## config.mk

```make
export PLATFORM = sky130hd
export DESIGN_NAME = univ_shift_reg
export DESIGN_NICKNAME = d
export VERILOG_FILES = /design/src/rtl/univ_shift_pkg.sv /design/src/rtl/univ_shift_reg_step.sv /design/src/rtl/univ_shift_reg.sv
export SDC_FILE = /design/constraint.sdc
export NUM_CORES = 1
export LEC_CHECK = 0
export CAP_MARGIN = 15
export CORE_MARGIN = 8
export CORE_UTILIZATION = 47
export DETAILED_ROUTE_END_ITERATION = 12
export GPL_TIMING_DRIVEN = 0
export PLACE_DENSITY = 0.9
export SLEW_MARGIN = 20
export SYNTH_ARGS = -nofsm -noshare
export SYNTH_HDL_FRONTEND = slang
export SYNTH_SLANG_ARGS = --single-unit
```

## constraint.sdc

```tcl
create_clock -name CLK -period 2 [get_ports CLK]
set_clock_uncertainty 0.15 [all_clocks]
set_input_delay 0.2 -clock CLK [delete_from_list [all_inputs] [get_ports CLK]]
set_output_delay 0.2 -clock CLK [all_outputs]
set_load 0.02 [all_outputs]
```

## src/rtl/univ_shift_pkg.sv

```systemverilog
// Shared types and helpers for the universal shift register.
package univ_shift_pkg;

    typedef enum logic [2:0] {
        HOLD = 3'b000,
        LOAD = 3'b001,
        SHL  = 3'b010,
        SHR  = 3'b011,
        ROL  = 3'b100,
        ROR  = 3'b101,
        ASR  = 3'b110,
        CLR  = 3'b111
    } mode_t;

    typedef enum logic {
        IDLE  = 1'b0,
        BURST = 1'b1
    } state_t;

    // True for the operations that may be repeated by a counted burst.
    function automatic logic is_shift(input mode_t m);
        return (m == SHL) || (m == SHR) || (m == ROL) || (m == ROR) || (m == ASR);
    endfunction

endpackage : univ_shift_pkg

```

## src/rtl/univ_shift_reg_step.sv

```systemverilog
// Combinational next-value function for one register step.
module shift_step
    import univ_shift_pkg::*;
#(
    parameter int unsigned WIDTH = 8
) (
    input  logic [WIDTH-1:0] q_i,
    input  logic [WIDTH-1:0] d_i,
    input  logic             sin_i,
    input  mode_t            op_i,
    output logic [WIDTH-1:0] q_next_o
);

    // Select the next register value for the requested operation.
    always_comb begin
        q_next_o = q_i;
        case (op_i)
            HOLD:    q_next_o = q_i;
            LOAD:    q_next_o = d_i;
            SHL:     q_next_o = {q_i[WIDTH-2:0], sin_i};
            SHR:     q_next_o = {sin_i, q_i[WIDTH-1:1]};
            ROL:     q_next_o = {q_i[WIDTH-2:0], q_i[WIDTH-1]};
            ROR:     q_next_o = {q_i[0], q_i[WIDTH-1:1]};
            ASR:     q_next_o = {q_i[WIDTH-1], q_i[WIDTH-1:1]};
            CLR:     q_next_o = '0;
            default: q_next_o = q_i;
        endcase
    end

endmodule : shift_step

```

## src/rtl/univ_shift_reg.sv

```systemverilog
// Universal shift register with a counted burst mode and busy/done handshake.
module univ_shift_reg
    import univ_shift_pkg::*;
#(
    parameter  int unsigned WIDTH = 8,
    localparam int unsigned CW    = $clog2(WIDTH + 1)
) (
    input  logic             CLK,
    input  logic             res,
    input  logic [2:0]       mode,
    input  logic [WIDTH-1:0] D,
    input  logic             sin,
    input  logic             start,
    input  logic [CW-1:0]    count,
    output logic [WIDTH-1:0] Q,
    output logic             sout_l,
    output logic             sout_r,
    output logic             busy,
    output logic             done
);

    state_t           state_q, state_d;
    mode_t            burst_op_q, burst_op_d;
    logic [CW-1:0]    remaining_q, remaining_d;
    logic [WIDTH-1:0] q_q, q_d;
    logic             busy_q, busy_d;
    logic             done_q, done_d;

    mode_t            mode_in;
    mode_t            op_sel;
    logic [CW-1:0]    count_cl;
    logic [WIDTH-1:0] q_step;

    assign mode_in = mode_t'(mode);

    // Counts above WIDTH are only representable when WIDTH+1 is not a power of 2.
    assign count_cl = (count > CW'(WIDTH)) ? CW'(WIDTH) : count;

    // Burst steps use the latched op; otherwise the live mode drives the step.
    assign op_sel = (state_q == BURST) ? burst_op_q : mode_in;

    shift_step #(
        .WIDTH(WIDTH)
    ) u_step (
        .q_i     (q_q),
        .d_i     (D),
        .sin_i   (sin),
        .op_i    (op_sel),
        .q_next_o(q_step)
    );

    // Next-state and datapath control.
    always_comb begin
        state_d     = state_q;
        burst_op_d  = burst_op_q;
        remaining_d = remaining_q;
        q_d         = q_step;
        busy_d      = busy_q;
        done_d      = 1'b0;

        case (state_q)
            IDLE: begin
                if (start && (count_cl != '0) && is_shift(mode_in)) begin
                    burst_op_d  = mode_in;
                    remaining_d = count_cl;
                    q_d         = q_q;
                    busy_d      = 1'b1;
                    state_d     = BURST;
                end
            end
            BURST: begin
                remaining_d = remaining_q - CW'(1);
                if (remaining_q == CW'(1)) begin
                    busy_d  = 1'b0;
                    done_d  = 1'b1;
                    state_d = IDLE;
                end
            end
            default: state_d = IDLE;
        endcase
    end

    // State and output registers; reset aborts any burst in flight.
    always_ff @(posedge CLK or posedge res) begin
        if (res) begin
            state_q     <= IDLE;
            burst_op_q  <= HOLD;
            remaining_q <= '0;
            q_q         <= '0;
            busy_q      <= 1'b0;
            done_q      <= 1'b0;
        end else begin
            state_q     <= state_d;
            burst_op_q  <= burst_op_d;
            remaining_q <= remaining_d;
            q_q         <= q_d;
            busy_q      <= busy_d;
            done_q      <= done_d;
        end
    end

    assign Q      = q_q;
    assign sout_l = q_q[WIDTH-1];
    assign sout_r = q_q[0];
    assign busy   = busy_q;
    assign done   = done_q;

endmodule : univ_shift_reg

```

==> qor.csv <==
stage,metric,value,unit
pwr,Cell Pwr Density,1792,mW/mm²
layout,post-layout instance area,0.001513,mm²
global_route,pin count of the biggest net entering global routing,19,
logic_synthesis,cell taking the most area after synthesis,dfrtp_1,
die,number of top-level pins,31,
route,residual antenna-violating net count after detailed routing,0,
layout,count of nets after finishing,171,
critical_path,Critical Path RT,2.05,ns
placed_design,placed wire-length estimate after detailed placement,2158,µm
die,Core Area,0.002233,mm²
job,Max-Cap Viols,0,
route,total iterations of the first detailed-routing run,4,
logic_synthesis,summed instance area of the synthesized netlist,0.001122,mm²
timing,share of the clock period used by the worst path,93.78,%
timing,max_slew headroom,52.25,%
critical_path,"Data arrival, critical path",1.93,ns
timing,Final Hold Vio Count,0,
logic_synthesis,library cell with the highest instance count after synthesis,dfrtp_1,
logic_synthesis,syn_nets,134,
clocking,number of buffers added to fix hold violations after cts,0,
logic_synthesis,area share of the leading cell type in the synthesized netlist,40.13,%
die,die span in x,64.87,µm
timing,post-route worst hold slack,0.1505,ns
timing,maximum clock rate,0.5332,GHz
critical_path,cells traversed along the worst timing path,"clkdlybuf4s50_1, o21ai_1, nor4_4, o21bai_4, buf_6, nand2_1, o31ai_1",
timing,setup repair after global routing missed its margin,no,
critical_path,Crit path buffers/inverters,2,
placed_design,Placed Instances,171,
critical_path,longest individual stage delay on the worst path,0.60,ns
pwr,worst IR drop on VDD,0.9591,mV
layout,post-layout instance count excluding filler cells,177,
placed_design,total of buffers placed on input and output ports,30,
route,Via Count,1043,
clocking,htree depth,1,
critical_path,cell class contributing the biggest share of worst-path delay,buffers and inverters,
outcome,outcome,completed,
die,floorplan die area,0.004207,mm²
placed_design,placed instance area,0.001458,mm²
logic_synthesis,number of standard cells after synthesis,113,
global_route,global-route wire length before repair,4754,µm
route,Via-to-Cell Ratio,5.893,
pwr,power after layout,2710,µW
logic_synthesis,async set-or-reset flop fraction in the synthesized netlist,100.0,%
global_route,global routing usage on met2,25.59,%
critical_path,sort of element at the start of the critical path,primary input,
pwr,Leakage,0.0006312,µW
route,iteration-0 DRC count of the detailed router,28,
route,DRC violation count after routing,0,
logic_synthesis,number of warnings issued by yosys,0,
global_route,sum of overflow across all layers after global routing,0,
logic_synthesis,Main synth FF type,dfrtp_1,
timing,Final Critical Period,1.876,ns
die,number of cell rows,17,
clocking,CTS tree,done,
critical_path,largest fanout on the critical path,10,
timing,Final setup violation count,0,
layout,fraction of final layout cells sized beyond drive strength 1,16.78,%
clocking,cell chosen for the clock root,clkbuf_4,
clocking,number of buffers added by the clock tree synthesis step,3,
clocking,clock latency on the worst-skew pair,0.30,ns
layout,n_diodes,0,
logic_synthesis,average size of a mapped cell,9.932,µm²
die,chip height,64.87,µm
critical_path,sort of element at the end of the critical path,flop,
placed_design,weighted congestion reported at the end of routability-driven placement,0.7788,
route,routed length per instance,15.81,µm
global_route,most crowded layer after global routing,met2,
global_route,GRT Util Overall,13.69,%
timing,slew of the pin with the lowest slew margin,0.7154,ns
global_route,met1 capacity usage during global routing,13.51,%
route,Post-Route WL,2799,µm
global_route,antenna violations before repair,0,
logic_synthesis,"top cells by count, synth","dfrtp_1, nor2_1, nand2_1, o31ai_1",
layout,Layout Area Growth over Synthesis,34.78,%
critical_path,critical path's slowest cell,clkdlybuf4s50_1,
min_path,class of the tightest hold or removal check,in2async,
timing,pins over their slew limit,0,
logic_synthesis,number of flops mapped to enable cells by yosys,0,
logic_synthesis,sequential area share after synthesis,40.13,%
clocking,clock sink total,18,
global_route,met3 track utilization from global routing,4.296,%
logic_synthesis,number of library cell types mapped by synthesis,37,
logic_synthesis,leading post-synthesis cells by cell area,"dfrtp_1, o31ai_1, nor2_1, a221oi_1, mux2_2",
die,initial standard-cell utilization of the core,50.25,%
global_route,via count of the first global-routing pass,1130,
clocking,"Reg clk slew, reported paths",0.11,ns
critical_path,CP Class,in2reg,
logic_synthesis,register bit count reported by yosys,18,
clocking,Max Buffers Root-to-Sink,2,
-- area by class of cell --
class	count	area, µm²
multi-input combinational	85	618.1
timing repair buffer	32	315.3
tap	28	35.03
inverter	5	18.77
fill	183	720.7
sequential	18	450.4
clock buffer	4	36.28
buffer	5	38.79
-- per-stage QoR --
step                      setup TNS [ns]  util (%)  setup slack (ns)
after floorplan                        0         -            0.2943
after global placement            -1.974     65.27           -0.2242
after detailed placement          -2.444     65.27           -0.2853
after CTS                              0     66.89           0.03471
after global routing                   0     67.73          0.004615
final                                  0     67.73            0.1244
-- placed cells by master (no fill, tap or decap), types with 2 or more instances in the layout --
master           count
a21o_1               2
inv_1                5
a311oi_1             2
clkdlybuf4s50_1     30
buf_4                5
o31ai_1              8
o21ai_0              4
clkbuf_4             3
ha_1                 2
nand2_1              9
nor2b_1              2
mux2_2               4
dfrtp_1             18
mux2i_1              2
nor3_2               2
a21oi_1              6
xor2_1               2
nor2_1              14
nor3_1               2
a221oi_1             6
-- sequential cells by signal, indices dropped and copies added (netlist names) --
signal and flops:
done 1, state_q 1, burst_op_q 3, remaining_q 4, Q 8, busy 1
-- report_power, final --
| part | internal [µW] | total, µW | switching [µW] | leakage [µW] |
|---|---|---|---|---|
| logic | 824 | 1710 | 884 | 0.000396 |
| registers | 564 | 769 | 205 | 0.000214 |
| clock network | 111 | 232 | 121 | 0.0000210 |
| total | 1500 | 2710 | 1210 | 0.000631 |
-- logic make-up (layout without fill, tap and decap cells) --
logic type	Yosys count	after routing	share of synthesized area, %
compound gates	36	36	24.86
xor+xnor	3	3	2.342
fa+ha+maj	2	2	2.229
buf+inv	10	46	5.128
mux	7	7	6.689
flops	18	18	40.13
simple gates	37	37	18.62
-- what timing repair did --
| action | 4_1_cts | 5_1_grt |
|---|---|---|
| gates resized for setup | 0 | 1 |
| setup endpoints to repair | 0 | 7 |
| setup buffers | 0 | 2 |
-- routing by layer --
layer | wire, µm | vias up
li1 | - | 492
met3 | 217 | 6
met5 | 0 | -
met1 | 1135 | 506
met4 | 32 | 0
met2 | 1414 | 39
-- final timing paths --
kind	start	cells past startpoint	slack (ns)	endpoint
worst max-delay path	mode[2]	7	0.12	Q[5]
min in group CLK	D[4]	3	0.35	Q[4]
worst max register to register	state_q	6	0.14	Q[7]
worst min register to register	busy	1	0.38	busy
worst min-delay path	res	2	0.15	burst_op_q[2]
max in group asynchronous	res	2	1.09	Q[5]
Note: power is estimated with default switching activity, not from simulation.
